<file path="src/rtl/pcpu_pkg.sv">
// Shared definitions for pcpu_core: opcodes, ALU operations, FSM states and
// instruction field positions.
package pcpu_pkg;

  localparam logic [7:0] OP_LOADI = 8'd0;
  localparam logic [7:0] OP_MOV   = 8'd1;
  localparam logic [7:0] OP_ADD   = 8'd2;
  localparam logic [7:0] OP_SUB   = 8'd3;
  localparam logic [7:0] OP_AND   = 8'd4;
  localparam logic [7:0] OP_OR    = 8'd5;
  localparam logic [7:0] OP_J     = 8'd6;
  localparam logic [7:0] OP_BEQ   = 8'd7;
  localparam logic [7:0] OP_LWD   = 8'd8;
  localparam logic [7:0] OP_LWI   = 8'd9;
  localparam logic [7:0] OP_SWD   = 8'd10;
  localparam logic [7:0] OP_SWI   = 8'd11;
  localparam logic [7:0] OP_BNE   = 8'd12;
  localparam logic [7:0] OP_SLL   = 8'd13;
  localparam logic [7:0] OP_SRL   = 8'd14;
  localparam logic [7:0] OP_SRA   = 8'd15;

  typedef enum logic [2:0] {
    ALU_FWD, ALU_ADD, ALU_AND, ALU_OR, ALU_SHL, ALU_SHR, ALU_SRA
  } alu_op_e;

  typedef enum logic {ST_RUN, ST_MEM} state_e;

  localparam int OPC_MSB = 31;
  localparam int OPC_LSB = 24;
  localparam int RD_MSB  = 23;
  localparam int RD_LSB  = 16;
  localparam int RS1_LSB = 8;
  localparam int RS2_MSB = 7;
  localparam int RS2_LSB = 0;

endpackage

</file>
<file path="src/rtl/pcpu_regfile.sv">
// General register file: two combinational read ports, one write port
// committed at the clock edge, so a same-cycle read sees the old value.
module pcpu_regfile #(
  parameter int DATA_W  = 8,
  parameter int REG_CNT = 8
) (
  input  logic                       clk,
  input  logic                       rst_n,
  input  logic                       we,
  input  logic [$clog2(REG_CNT)-1:0] waddr,
  input  logic [DATA_W-1:0]          wdata,
  input  logic [$clog2(REG_CNT)-1:0] raddr1,
  input  logic [$clog2(REG_CNT)-1:0] raddr2,
  output logic [DATA_W-1:0]          rdata1,
  output logic [DATA_W-1:0]          rdata2
);

  logic [DATA_W-1:0] regs_q [REG_CNT];
  logic [DATA_W-1:0] regs_d [REG_CNT];

  always_comb begin
    regs_d = regs_q;
    if (we) regs_d[waddr] = wdata;
  end

  always_ff @(posedge clk or negedge rst_n) begin
    if (!rst_n) regs_q <= '{default: '0};
    else        regs_q <= regs_d;
  end

  assign rdata1 = regs_q[raddr1];
  assign rdata2 = regs_q[raddr2];

endmodule

</file>
<file path="src/rtl/pcpu_core.sv">
// Parametrised single-cycle core with a RUN/MEM stall FSM for data accesses.
// Define PCPU_SHIFT_EN to build sll/srl/sra (opcodes 13-15); otherwise they are NOPs.
module pcpu_core
  import pcpu_pkg::*;
#(
  parameter int DATA_W  = 8,
  parameter int REG_CNT = 8,
  parameter int PC_W    = 32
) (
  input  logic              CLK,
  input  logic              RESET_N,
  output logic [PC_W-1:0]   PC,
  input  logic [31:0]       INSTRUCTION,
  input  logic              IBUSYWAIT,
  output logic              READ,
  output logic              WRITE,
  output logic [DATA_W-1:0] ADDRESS,
  output logic [DATA_W-1:0] WRITEDATA,
  input  logic [DATA_W-1:0] READDATA,
  input  logic              BUSYWAIT
);

  localparam int IDX_W = $clog2(REG_CNT);

  state_e              state_q, state_d;
  logic [PC_W-1:0]     pc_q, pc_d;
  logic                read_q, read_d, write_q, write_d;
  logic [DATA_W-1:0]   addr_q, addr_d, wdata_q, wdata_d;
  logic [IDX_W-1:0]    rd_q, rd_d;

  logic [7:0]          opcode, field_imm;
  logic [IDX_W-1:0]    rd_idx, rs1_idx, rs2_idx;
  logic [DATA_W-1:0]   imm_ext, rdata1, rdata2, operand_b, add_b, alu_result;
  alu_op_e             alu_op;
  logic                use_imm, sub_en, reg_we_op, is_jump, is_beq, is_bne;
  logic                is_mem, is_load, mem_imm, zero, branch_taken;
  logic [PC_W-1:0]     pc_plus4, offset_ext, branch_target;
  logic                rf_we;
  logic [IDX_W-1:0]    rf_waddr;
  logic [DATA_W-1:0]   rf_wdata;

  assign opcode    = INSTRUCTION[OPC_MSB:OPC_LSB];
  assign field_imm = INSTRUCTION[RS2_MSB:RS2_LSB];
  assign rd_idx    = INSTRUCTION[RD_LSB +: IDX_W];
  assign rs1_idx   = INSTRUCTION[RS1_LSB +: IDX_W];
  assign rs2_idx   = INSTRUCTION[RS2_LSB +: IDX_W];
  assign imm_ext   = DATA_W'(field_imm);

  pcpu_regfile #(.DATA_W(DATA_W), .REG_CNT(REG_CNT)) u_regfile (
    .clk(CLK), .rst_n(RESET_N), .we(rf_we), .waddr(rf_waddr), .wdata(rf_wdata),
    .raddr1(rs1_idx), .raddr2(rs2_idx), .rdata1(rdata1), .rdata2(rdata2)
  );

  always_comb begin
    alu_op = ALU_FWD; use_imm = 1'b0; sub_en = 1'b0; reg_we_op = 1'b0;
    is_jump = 1'b0; is_beq = 1'b0; is_bne = 1'b0;
    is_mem = 1'b0; is_load = 1'b0; mem_imm = 1'b0;
    case (opcode)
      OP_LOADI: begin reg_we_op = 1'b1; use_imm = 1'b1; end
      OP_MOV:   reg_we_op = 1'b1;
      OP_ADD:   begin alu_op = ALU_ADD; reg_we_op = 1'b1; end
      OP_SUB:   begin alu_op = ALU_ADD; sub_en = 1'b1; reg_we_op = 1'b1; end
      OP_AND:   begin alu_op = ALU_AND; reg_we_op = 1'b1; end
      OP_OR:    begin alu_op = ALU_OR;  reg_we_op = 1'b1; end
      OP_J:     is_jump = 1'b1;
      OP_BEQ:   begin alu_op = ALU_ADD; sub_en = 1'b1; is_beq = 1'b1; end
      OP_BNE:   begin alu_op = ALU_ADD; sub_en = 1'b1; is_bne = 1'b1; end
      OP_LWD:   begin is_mem = 1'b1; is_load = 1'b1; end
      OP_LWI:   begin is_mem = 1'b1; is_load = 1'b1; mem_imm = 1'b1; end
      OP_SWD:   is_mem = 1'b1;
      OP_SWI:   begin is_mem = 1'b1; mem_imm = 1'b1; end
`ifdef PCPU_SHIFT_EN
      OP_SLL:   begin alu_op = ALU_SHL; reg_we_op = 1'b1; end
      OP_SRL:   begin alu_op = ALU_SHR; reg_we_op = 1'b1; end
      OP_SRA:   begin alu_op = ALU_SRA; reg_we_op = 1'b1; end
`endif
      default: ;
    endcase
  end

  // Subtraction reuses the adder; branch compare is the zero flag of rs1-rs2.
  assign operand_b = use_imm ? imm_ext : rdata2;
  assign add_b     = sub_en ? (~operand_b + DATA_W'(1)) : operand_b;

  always_comb begin
    case (alu_op)
      ALU_ADD: alu_result = rdata1 + add_b;
      ALU_AND: alu_result = rdata1 & operand_b;
      ALU_OR:  alu_result = rdata1 | operand_b;
`ifdef PCPU_SHIFT_EN
      ALU_SHL: alu_result = rdata1 << field_imm;
      ALU_SHR: alu_result = rdata1 >> field_imm;
      ALU_SRA: alu_result = $signed(rdata1) >>> field_imm;
`endif
      default: alu_result = operand_b;
    endcase
  end

  assign zero          = (alu_result == '0);
  assign branch_taken  = is_jump | (is_beq & zero) | (is_bne & ~zero);
  assign pc_plus4      = pc_q + PC_W'(4);
  assign offset_ext    = PC_W'($signed(INSTRUCTION[RD_MSB:RD_LSB]));
  assign branch_target = pc_plus4 + (offset_ext << 2);

  always_ff @(posedge CLK or negedge RESET_N) begin
    if (!RESET_N) begin
      state_q <= ST_RUN;
      pc_q    <= '0;
      read_q  <= 1'b0;
      write_q <= 1'b0;
      addr_q  <= '0;
      wdata_q <= '0;
      rd_q    <= '0;
    end else begin
      state_q <= state_d;
      pc_q    <= pc_d;
      read_q  <= read_d;
      write_q <= write_d;
      addr_q  <= addr_d;
      wdata_q <= wdata_d;
      rd_q    <= rd_d;
    end
  end

  always_comb begin
    state_d = state_q;
    case (state_q)
      ST_RUN:  if (!IBUSYWAIT && is_mem) state_d = ST_MEM;
      ST_MEM:  if (!BUSYWAIT) state_d = ST_RUN;
      default: state_d = ST_RUN;
    endcase
  end

  always_comb begin
    pc_d = pc_q; read_d = read_q; write_d = write_q;
    addr_d = addr_q; wdata_d = wdata_q; rd_d = rd_q;
    rf_we = 1'b0; rf_waddr = rd_idx; rf_wdata = alu_result;
    case (state_q)
      ST_RUN: if (!IBUSYWAIT) begin
        if (is_mem) begin
          read_d  = is_load;
          write_d = ~is_load;
          addr_d  = mem_imm ? imm_ext : rdata2;
          if (!is_load) wdata_d = rdata1;
          rd_d    = rd_idx;
        end else begin
          rf_we = reg_we_op;
          pc_d  = branch_taken ? branch_target : pc_plus4;
        end
      end
      ST_MEM: if (!BUSYWAIT) begin
        read_d  = 1'b0;
        write_d = 1'b0;
        pc_d    = pc_plus4;
        if (read_q) begin
          rf_we    = 1'b1;
          rf_waddr = rd_q;
          rf_wdata = READDATA;
        end
      end
      default: ;
    endcase
  end

  assign PC        = pc_q;
  assign READ      = read_q;
  assign WRITE     = write_q;
  assign ADDRESS   = addr_q;
  assign WRITEDATA = wdata_q;

endmodule

</file>
<file path="config.mk">
export PLATFORM = sky130hd
export DESIGN_NAME = pcpu_core
export DESIGN_NICKNAME = d
export VERILOG_FILES = /design/src/rtl/pcpu_pkg.sv /design/src/rtl/pcpu_regfile.sv /design/src/rtl/pcpu_core.sv
export SDC_FILE = /design/constraint.sdc
export NUM_CORES = 1
export LEC_CHECK = 0
export BUFFER_PORTS_ARGS = -buffer_cell sky130_fd_sc_hd__buf_2
export CORE_MARGIN = 1.5
export CORE_UTILIZATION = 35
export CTS_CLUSTER_DIAMETER = 50
export DETAILED_ROUTE_END_ITERATION = 10
export SYNTH_ARGS = -nofsm -noshare
export SYNTH_HDL_FRONTEND = slang
export SYNTH_HIERARCHICAL = 1
export SYNTH_SLANG_ARGS = --single-unit
export TNS_END_PERCENT = 100
</file>
<file path="constraint.sdc">
create_clock -name CLK -period 4.75 [get_ports CLK]
set_clock_uncertainty 0.1 [all_clocks]
set_input_delay 0.95 -clock CLK [delete_from_list [all_inputs] [get_ports CLK]]
set_output_delay 0.95 -clock CLK [all_outputs]
set_load 0.01 [all_outputs]
</file>
==> reports/results.tsv, run 1 <==
stage	metric	value	unit
clock_tree	clkTransAtPathRegs	0.06	ns
global_routing	grt_pass1_vias	7333	
synthesis	syn-cell-area	9160	um^2
worst_setup_path	path_depth	20	
detailed_routing	vias	7765	
worst_setup_path	cp.arrival	5.15	ns
synthesis	synth_cell_type_count	79	
synthesis	synth_area_per_cell	10.1	um^2
worst_setup_path	cp-end-kind	flip-flop	
floorplanning	rows	59	
detailed_routing	drt_iter0_markers	480	
global_routing	antenna_found_initial	0	
detailed_routing	antenna_left	0	
place	portBuffers	86	
synthesis	yosys.area.top_type	dfrtp_1	
pwr	p_int	2.48	mW
worst_setup_path	path_class	in -> reg	
synthesis	yosysMostFrequentCell	dfrtp_1	
pwr	p_sw	1.45	mW
synthesis	synthFlopType	dfrtp_1	
detailed_routing	avgViaCountPerCell	5.43	
timing	maxSlewHeadroom	33.3	%
timing	fmax	0.202	GHz
timing	rsz0062_at_grt	true	
worst_setup_path	critPathLaunchType	input pin	
worst_setup_path	required	4.96	ns
floorplanning	die_w	165	um
cells_and_area	area_growth	25.7	%
synthesis	synth_cells	904	
clock_tree	h-tree-depth	4	
clock_tree	cts_sinks	116	
synthesis	netlist.area_leader.share	31.7	%
synthesis	synth_seq_area_share	31.7	%
worst_setup_path	worstReg2RegEnd	PC[30]	
cells_and_area	design_area	11500	um^2
pwr	p_total	3.92	mW
run_status	violations	setup timing	
detailed_routing	routed_wl	25.8	mm
pwr	sw_frac_of_total	36.9	%
clock_tree	cts_buffer_depth	2	
place	place_congestion	0.891	
worst_setup_path	crit_family	compound AO/OA/AOI/OAI gates	
place	dp_slack	-0.863	ns
floorplanning	io_pins	94	
pwr	powerDensity	341	nW/um^2
cells_and_area	stdcell_count	1430	
clock_tree	insertion_delay	0.43	ns
synthesis	synth-edff-count	0	
place	numPlacedInstances	1387	
pwr	power_leakage	5.40	nW
pwr	ir_worst_vdd	0.298	mV
floorplanning	start_util	35.4	%
hold_path	whs_path_depth	2	
floorplanning	core	25900	um^2
global_routing	overflow	0	
global_routing	grt_use_total	19.5	%
worst_setup_path	rr_startpoint	PC[2]	
worst_setup_path	reg2reg_depth	20	
place	placed_area	10700	um^2
clock_tree	cts_made_buffers	17	
pwr	clockPowerShare	33.1	%
timing	worstMarginPinSlew	1.00	ns
floorplanning	die_h	165	um
job	cap_viol_max_count	0	
timing	min_period_over_period	104	%
place	place_hpwl	18.8	mm
timing	period_needed	4.94	ns
clock_tree	cts-root-buf	clkbuf_16	
worst_setup_path	crit_chain	buf_12 > mux4_2 > mux2_4 > or3_4 > o311ai_2 > xor2_1 > ha_2 > nor2b_4 > nor3_2 > o21bai_1 > a21oi_1 > xor2_1 > a221o_1 > buf_4 > nand3_4 > a32oi_4 > nor2_4 > buf_12 > nor4_2 > a211o_1	
worst_setup_path	cp.buffers_inverters	3	
detailed_routing	wl_per_cell	18.0	um
hold_path	hp-start	ADDRESS[5]	
run_status	status	complete, but fails checks	
detailed_routing	first_pass_iters	4	
timing	holdWs	0.378	ns
detailed_routing	drc	0	
synthesis	synth_area_leaders	dfrtp_1, mux2_2, mux4_1, ha_1, xnor2_1	
worst_setup_path	crit_path_max_incr_delay	0.49	ns
floorplanning	die_area	27200	um^2
timing	worst_slack	-0.193	ns
hold_path	hold_class	reg -> reg	
timing	tns	-3.92	ns
synthesis	async_flop_share	100	%
clock_tree	ctsHoldBuffers	0	
cells_and_area	drive_above_1_share	35.7	%
hold_path	min_to	ADDRESS[5]	
global_routing	grt_max_degree	74	
worst_setup_path	worstPathMaxFanout	23	
clock_tree	cts_tree	yes	
worst_setup_path	rrSetupSlack	0.01	ns
worst_setup_path	critPathSlowestCell	mux4_2	
pwr	power_frac_comb	37.1	%
synthesis	ys_ff_latch	116	
cells_and_area	final_util	44.4	%
timing	hold_viol	0	
global_routing	grt_pass1_wl	40.5	mm
pwr	p_seq_share	29.8	%
timing	finalSetupViolCount	30	
cells_and_area	nNetsFinal	1165	
synthesis	synth_common_cells	dfrtp_1, mux2_2, nand2_1, nor2_1, a21oi_1	
synthesis	yosysWarningCount	6	
timing	drv_slew	0	
[layout make-up]
| class | instances | area (um^2) |
|---|---|---|
| Fill cell | 2451 | 14400 |
| Multi-Input combinational cell | 712 | 6060 |
| Sequential cell | 116 | 2900 |
| Timing Repair Buffer | 210 | 1460 |
| Clock buffer | 17 | 425 |
| Tap cell | 335 | 419 |
| Clock inverter | 15 | 155 |
| Inverter | 24 | 90.1 |
| Antenna cell | 1 | 2.50 |
[cells by family after synthesis]
group | Yosys count | share of synthesized area [%]
AO/OA/AOI/OAI | 182 | 13.3
XOR/XNOR | 65 | 6.21
adder cells (fa/ha/maj) | 40 | 5.63
flip-flops | 116 | 31.7
AND/OR/NAND/NOR | 267 | 15.0
buffers and inverters | 77 | 4.25
multiplexers | 156 | 23.9
other | 1 | 0.0409
[power groups by stage]
stage / registers [mW] / clock network [mW] / logic (mW)
global route: 1.18 / 1.37 / 1.62
floorplan: 1.22 / 0 / 0.922
global placement: 1.18 / 0 / 1.40
finish: 1.17 / 1.30 / 1.45
detailed placement: 1.18 / 0 / 1.41
CTS: 1.17 / 1.32 / 1.43
[repair_timing]
item,in CTS,in global routing
gates cloned,1,0
setup endpoints to repair,30,38
gates resized for setup,23,15
setup buffers,9,0
pin swaps,16,5
[per-layer routing]
metal | wire length (um) | global-route usage [%] | vias to the layer above
met5 | 0 | 0 | -
met4 | 399 | 6.31 | 0
met3 | 1090 | 2.74 | 25
met2 | 12200 | 31.2 | 190
met1 | 12100 | 27.0 | 3801
li1 | - | - | 3749
[registers in the layout (all words and copies together) (netlist names)]
register	count
WRITE	1
u_regfile/regs_q	64
rd_q	3
PC	30
WRITEDATA	8
READ	1
state_q	1
ADDRESS	8
[worst min-delay path, cell delays in order, from the launching register on]
cell and delay (ns):
dfrtp_1 0.34, nand2_1 0.04, o21ai_0 0.06
[cell usage in the layout (no fill, tap or decap), drive strengths merged, types with 4 or more instances in the layout]
cell type	netlist	routed
xor2	24	24
inv	24	35
and3	16	16
nand2	75	75
o22ai	5	5
o21bai	7	7
nor3	23	23
mux4	32	32
xnor2	41	41
nor2	59	59
a21o	14	14
a211oi	9	9
buf	28	210
a22oi	4	4
o21ai	42	42
or2	4	4
nor4	6	6
nor2b	8	8
a21oi	53	53
nand2b	5	5
clkbuf	25	17
mux2i	34	34
ha	38	38
o221ai	4	4
mux2	90	90
nand4b	4	4
dfrtp	116	116
a311oi	7	7
nand3	29	29
nand4	12	12
or3	7	7
nor4bb	4	4
[worst max-delay path by stage]
stage	start	to
detailed placement	INSTRUCTION[0]	PC[13]
finish	INSTRUCTION[0]	PC[29]
global placement	INSTRUCTION[0]	PC[7]
CTS	INSTRUCTION[0]	PC[7]
global route	INSTRUCTION[0]	PC[31]
floorplan	INSTRUCTION[0]	PC[21]
No activity file was read; power rests on OpenSTA's default activity.
==> run 2: changes to the inputs <==
--- a/config.mk
+++ b/config.mk
@@ -5,7 +5,7 @@
 export SDC_FILE = /design/constraint.sdc
 export NUM_CORES = 1
 export LEC_CHECK = 0
-export BUFFER_PORTS_ARGS = -buffer_cell sky130_fd_sc_hd__buf_2
+export BUFFER_PORTS_ARGS = -buffer_cell sky130_fd_sc_hd__buf_4
 export CORE_MARGIN = 1.5
 export CORE_UTILIZATION = 35
 export CTS_CLUSTER_DIAMETER = 50
==> run 2 against run 1 <==
The run still ends with setup timing left. Combinational power grew 4%. Via count grew 0.31%. Die area is the same. Cell count shrank 0.84%. Largest cell class unchanged.
==> reports/results.tsv, run 2 (synthesized netlist as in run 1, its figures left out) <==
stage	metric	value	unit
place	portBuffers	86	
cells_and_area	largest_reg_flops	64	
run_status	status	complete, but fails checks	
detailed_routing	first_pass_iters	6	
global_routing	grt_use_total	19.3	%
cells_and_area	area_growth	28.0	%
cells_and_area	final_cell_mix	buf_4, dfrtp_1, mux2_2, nand2_1, nor2_1	
timing	hold_viol	0	
cells_and_area	drive_above_1_share	35.8	%
detailed_routing	vias	7789	
pwr	p_sw	1.43	mW
clock_tree	ctsHoldBuffers	0	
pwr	ir_worst_vdd	0.241	mV
global_routing	grt_pass1_wl	40.4	mm
floorplanning	die_area	27200	um^2
clock_tree	cts_tree	yes	
cells_and_area	stdcell_count	1418	
floorplanning	rows	59	
worst_setup_path	required	4.91	ns
place	place_hpwl	18.7	mm
worst_setup_path	path_class	in -> reg	
floorplanning	io_pins	94	
detailed_routing	antenna_left	0	
worst_setup_path	path_depth	20	
pwr	p_int	2.53	mW
pwr	powerDensity	338	nW/um^2
worst_setup_path	cp.buffers_inverters	3	
worst_setup_path	critPathLaunchType	input pin	
timing	rsz0062_at_grt	true	
cells_and_area	fillCellCount	2427	
detailed_routing	drc	0	
worst_setup_path	worstPathMaxFanout	8	
timing	maxSlewHeadroom	35.3	%
run_status	violations	setup timing	
cells_and_area	nNetsFinal	1154	
worst_setup_path	cp-end-kind	flip-flop	
pwr	sw_frac_of_total	36.1	%
worst_setup_path	reg2reg_depth	20	
job	cap_viol_max_count	0	
worst_setup_path	crit_chain	buf_12 > mux4_2 > mux2_4 > or3_4 > o311ai_4 > xor2_2 > ha_4 > a211oi_4 > nor3b_4 > o22ai_2 > xnor2_1 > a211o_1 > nor3_4 > nand3_2 > a32oi_4 > nor2_4 > buf_6 > clkbuf_16 > o21ai_2 > a22oi_1	
pwr	clockPowerShare	32.3	%
place	placed_area	10800	um^2
global_routing	grt_max_degree	68	
timing	drv_slew	0	
place	place_congestion	0.896	
timing	worstMarginPinSlew	0.970	ns
floorplanning	start_util	35.4	%
global_routing	overflow	0	
detailed_routing	drt_iter0_markers	511	
timing	fmax	0.204	GHz
global_routing	antenna_found_initial	0	
floorplanning	die_h	165	um
timing	min_period_over_period	103	%
detailed_routing	wl_per_cell	18.0	um
timing	worst_slack	-0.163	ns
detailed_routing	avgViaCountPerCell	5.49	
clock_tree	h-tree-depth	4	
clock_tree	cts_sinks	116	
timing	finalSetupViolCount	30	
pwr	power_frac_comb	38.1	%
cells_and_area	seqCellArea	2900	um^2
floorplanning	die_w	165	um
clock_tree	clkTransAtPathRegs	0.06	ns
detailed_routing	routed_wl	25.6	mm
pwr	p_seq_share	29.6	%
pwr	power_leakage	5.46	nW
cells_and_area	antenna_cells	0	
global_routing	grt_pass1_vias	7591	
clock_tree	cts_buffer_depth	2	
timing	period_needed	4.91	ns
place	numPlacedInstances	1375	
worst_setup_path	critPathSlowestCell	mux4_2	
worst_setup_path	crit_family	simple AND/OR/NAND/NOR gates	
worst_setup_path	cp.arrival	5.07	ns
cells_and_area	mostFrequentLayoutCell	buf_4	
clock_tree	insertion_delay	0.43	ns
cells_and_area	largest-register	u_regfile/regs_q	
cells_and_area	design_area	11700	um^2
hold_path	whs_path_depth	2	
clock_tree	cts-root-buf	clkbuf_16	
floorplanning	core	25900	um^2
clock_tree	cts_made_buffers	17	
hold_path	hold_class	reg -> reg	
cells_and_area	multi_input_area	6170	um^2
worst_setup_path	crit_path_max_incr_delay	0.50	ns
run 2: cell types whose count changed in the layout (fill, tap and decap cells not counted), sizes merged:
cell	before	now
clkbuf	17	19
diode	1	0
buf	210	198
clkinv	2	3
inv	35	31
clkinvlp	1	3
run 2: power groups by stage:
stage	clock [mW]	sequential, mW	combinational (mW)
floorplan	0	1.22	0.922
global placement	0	1.19	1.44
detailed placement	0	1.19	1.44
CTS	1.30	1.17	1.46
global route	1.34	1.19	1.69
finish	1.28	1.17	1.51
run 2: through the flow:
step                util, %  power (mW)  TNS (ns)  hold slack (ns)  setup slack, ns
floorplan                 -        2.15     -5.09            0.379           -0.186
global placement       41.6        2.63    -23.26            0.364           -0.752
detailed placement     41.6        2.64    -24.93            0.372           -0.771
CTS                    44.1        3.94     -2.91            0.386           -0.150
global route           45.3        4.22     -7.60            0.408           -0.313
finish                 45.3        3.97     -2.81            0.379           -0.163
run 2: cell type report:
type                            count  share of cell area, %
Inverter                           24                  0.768
Sequential cell                   116                   24.7
Tap cell                          335                   3.57
Clock buffer                       18                   3.74
Clock inverter                     14                   1.20
Multi-Input combinational cell    712                   52.6
Timing Repair Buffer              199                   13.4
run 2: path summary, 6_finish.rpt:
| kind | startpoint | to | slack (ns) |
|---|---|---|---|
| max | INSTRUCTION[0] | PC[14] | -0.16 |
| min | ADDRESS[4] | ADDRESS[4] | 0.38 |
| max reg2reg | PC[3] | PC[30] | -0.01 |
| min reg2reg | ADDRESS[4] | ADDRESS[4] | 0.38 |
| max in group asynchronous | RESET_N | ADDRESS[2] | 3.06 |
| min in group asynchronous | RESET_N | u_regfile/regs_q[15] | 0.53 |
run 2: timing repair:
action                     CTS  global route
setup buffers                4             6
pin swaps                   10            23
gates cloned                 0             1
gates resized for setup     12            47
setup endpoints to repair   30            30
run 2: layer usage:
| metal | routed length [um] | up-vias | global-route usage [%] |
|---|---|---|---|
| met5 | 0 | - | 0 |
| met4 | 692 | 0 | 7.45 |
| met3 | 1190 | 49 | 3.19 |
| met2 | 11800 | 207 | 30.7 |
| met1 | 11800 | 3806 | 26.2 |
| li1 | - | 3727 | - |
run 2: tightest hold or removal path, stage by stage, from the launching register on:
cell and delay [ns]:
dfrtp_1 0.34, nand2_1 0.04, o21ai_0 0.06
==> run 3: changes to the inputs <==
==> constraint.sdc (replaced) <==
create_clock -name CLK -period 5.2 [get_ports CLK]
set_clock_uncertainty 0.1 [all_clocks]
set_input_delay 1.04 -clock CLK [delete_from_list [all_inputs] [get_ports CLK]]
set_output_delay 1.04 -clock CLK [all_outputs]
set_load 0.01 [all_outputs]
==> run 3 against run 2 <==
The flow now finishes without violations. Flip-flop and latch count stayed put. Clock-buffer cell count fell by 1. Routed wire length is 1.6% higher. Global-route usage is essentially flat. First-iteration DRC count is 12% higher. Core utilization decreased by 1.1 points. Register-to-register slack gained 0.36 ns. Clock power is 4% lower. Cell count is 1.3% lower. Non-clock buffer count decreased by 18. Highest routed layer unchanged.
==> reports/results.tsv, run 3 (synthesized netlist as in run 1, its figures left out) <==
stage	metric	value	unit
run_status	status	complete, no violations	
floorplanning	rows	59	
hold_path	whs_path_depth	2	
place	place_hpwl	18.7	mm
worst_setup_path	cp-end-kind	flip-flop	
detailed_routing	routed_wl	26.0	mm
cells_and_area	drive_above_1_share	33.2	%
cells_and_area	final_util	44.1	%
detailed_routing	vias	7763	
floorplanning	io_pins	94	
worst_setup_path	reg2reg_depth	21	
cells_and_area	seqCellArea	2900	um^2
floorplanning	die_area	27200	um^2
hold_path	hold_class	reg -> reg	
worst_setup_path	critPathLaunchType	input pin	
place	dp_slack	-0.604	ns
clock_tree	cts_tree	yes	
timing	period_needed	5.06	ns
timing	maxSlewHeadroom	38.2	%
worst_setup_path	path_class	in -> reg	
timing	worst_slack	0.142	ns
floorplanning	start_util	35.4	%
detailed_routing	drt_iter0_markers	570	
detailed_routing	antenna_left	0	
cells_and_area	nNetsFinal	1136	
clock_tree	clkTransAtPathRegs	0.06	ns
cells_and_area	largest-register	u_regfile/regs_q	
floorplanning	die_w	165	um
timing	drv_slew	0	
place	place_congestion	0.919	
global_routing	grt_max_degree	51	
timing	tns	0	ns
clock_tree	insertion_delay	0.42	ns
cells_and_area	antenna_cells	0	
worst_setup_path	worstPathMaxFanout	8	
place	numPlacedInstances	1366	
timing	finalSetupViolCount	0	
hold_path	hp-start	ADDRESS[3]	
worst_setup_path	cp.arrival	5.30	ns
clock_tree	h-tree-depth	4	
worst_setup_path	required	5.44	ns
detailed_routing	drc	0	
cells_and_area	largest_reg_flops	64	
cells_and_area	fillCellCount	2458	
clock_tree	cts_buffer_depth	2	
cells_and_area	final_cell_mix	buf_4, dfrtp_1, mux2_2, nand2_1, nor2_1	
cells_and_area	stdcell_count	1400	
timing	hold_viol	0	
job	cap_viol_max_count	0	
floorplanning	die_h	165	um
global_routing	overflow	0	
place	portBuffers	86	
clock_tree	cts_made_buffers	17	
floorplanning	core	25900	um^2
worst_setup_path	rrSetupSlack	0.35	ns
cells_and_area	multi_input_area	6010	um^2
pwr	powerDensity	314	nW/um^2
detailed_routing	avgViaCountPerCell	5.55	
worst_setup_path	worstReg2RegEnd	PC[30]	
cells_and_area	mostFrequentLayoutCell	buf_4	
detailed_routing	first_pass_iters	5	
timing	worstMarginPinSlew	0.926	ns
global_routing	grt_pass1_wl	40.4	mm
worst_setup_path	rr_startpoint	PC[2]	
global_routing	grt_use_total	19.3	%
clock_tree	cts_sinks	116	
global_routing	antenna_found_initial	0	
clock_tree	cts-root-buf	clkbuf_16	
hold_path	min_to	ADDRESS[3]	
timing	fmax	0.198	GHz
timing	min_period_over_period	97.3	%
cells_and_area	area_growth	24.8	%
pwr	power_leakage	5.31	nW
detailed_routing	wl_per_cell	18.5	um
global_routing	grt_pass1_vias	7430	
pwr	ir_worst_vdd	0.253	mV
pwr	p_total	3.60	mW
## run 3: area by class of cell
type | instances | share of cell area, %
Multi-Input combinational cell | 712 | 52.5
Timing Repair Buffer | 181 | 12.3
Tap cell | 335 | 3.66
Inverter | 24 | 0.788
Clock inverter | 15 | 1.59
Clock buffer | 17 | 3.72
Sequential cell | 116 | 25.4
## run 3: power breakdown
part / total (mW) / leakage, nW / switching [mW] / internal [mW]
combinational: 1.27 / 3.50 / 0.677 / 0.595
sequential: 1.10 / 1.52 / 0.115 / 0.981
clock: 1.23 / 0.293 / 0.501 / 0.727
## run 3: critical path, stage by stage
cell and delay (ns):
buf_12 0.11, mux4_2 0.52, mux2_4 0.30, or3_4 0.39
o311ai_2 0.10, xor2_1 0.21, ha_1 0.31, nor2b_4 0.16
nor3_2 0.18, o21bai_1 0.09, a21oi_1 0.16, xor2_1 0.11
a221o_1 0.35, a31o_1 0.27, a32oi_4 0.33, nor2_4 0.08
buf_6 0.16, mux2_4 0.29, a21oi_1 0.14
## run 3: repair_timing
action | in CTS | in global routing
resized for setup | 10 | 29
hold endpoints to repair | 0 | 0
pin swaps | 1 | 10
cloned | 0 | 1
hold buffers | 0 | 0
endpoints found under the setup margin | 28 | 30
buffers inserted | 0 | 1
## run 3: metrics by stage
step | area (um^2) | hold WS, ns
2_1_floorplan | 9190 | 0.379
3_3_place_gp | 10700 | 0.367
3_5_place_dp | 10700 | 0.376
4_1_cts | 11300 | 0.389
5_1_grt | 11400 | 0.407
6_report | 11400 | 0.379
## run 3: layer usage
metal / part of all wire [%] / wire [um] / global-route usage [%]
met2: 46 / 12000 / 30.7
met5: 0 / 0 / 0
met4: 1.7 / 436 / 5.73
met3: 4.8 / 1260 / 3.26
met1: 47 / 12200 / 26.7
## run 3: worst max path at each step
stage                   startpoint      to  slack [ns]  cells past startpoint
global placement    INSTRUCTION[0]  PC[14]       -0.52                     19
detailed placement  INSTRUCTION[0]  PC[14]       -0.60                     19
CTS                 INSTRUCTION[0]   PC[7]        0.03                     19
global route        INSTRUCTION[0]   PC[7]       -0.05                     19
finish              INSTRUCTION[0]   PC[7]        0.14                     19
floorplan           INSTRUCTION[0]  PC[19]      0.0007                     20
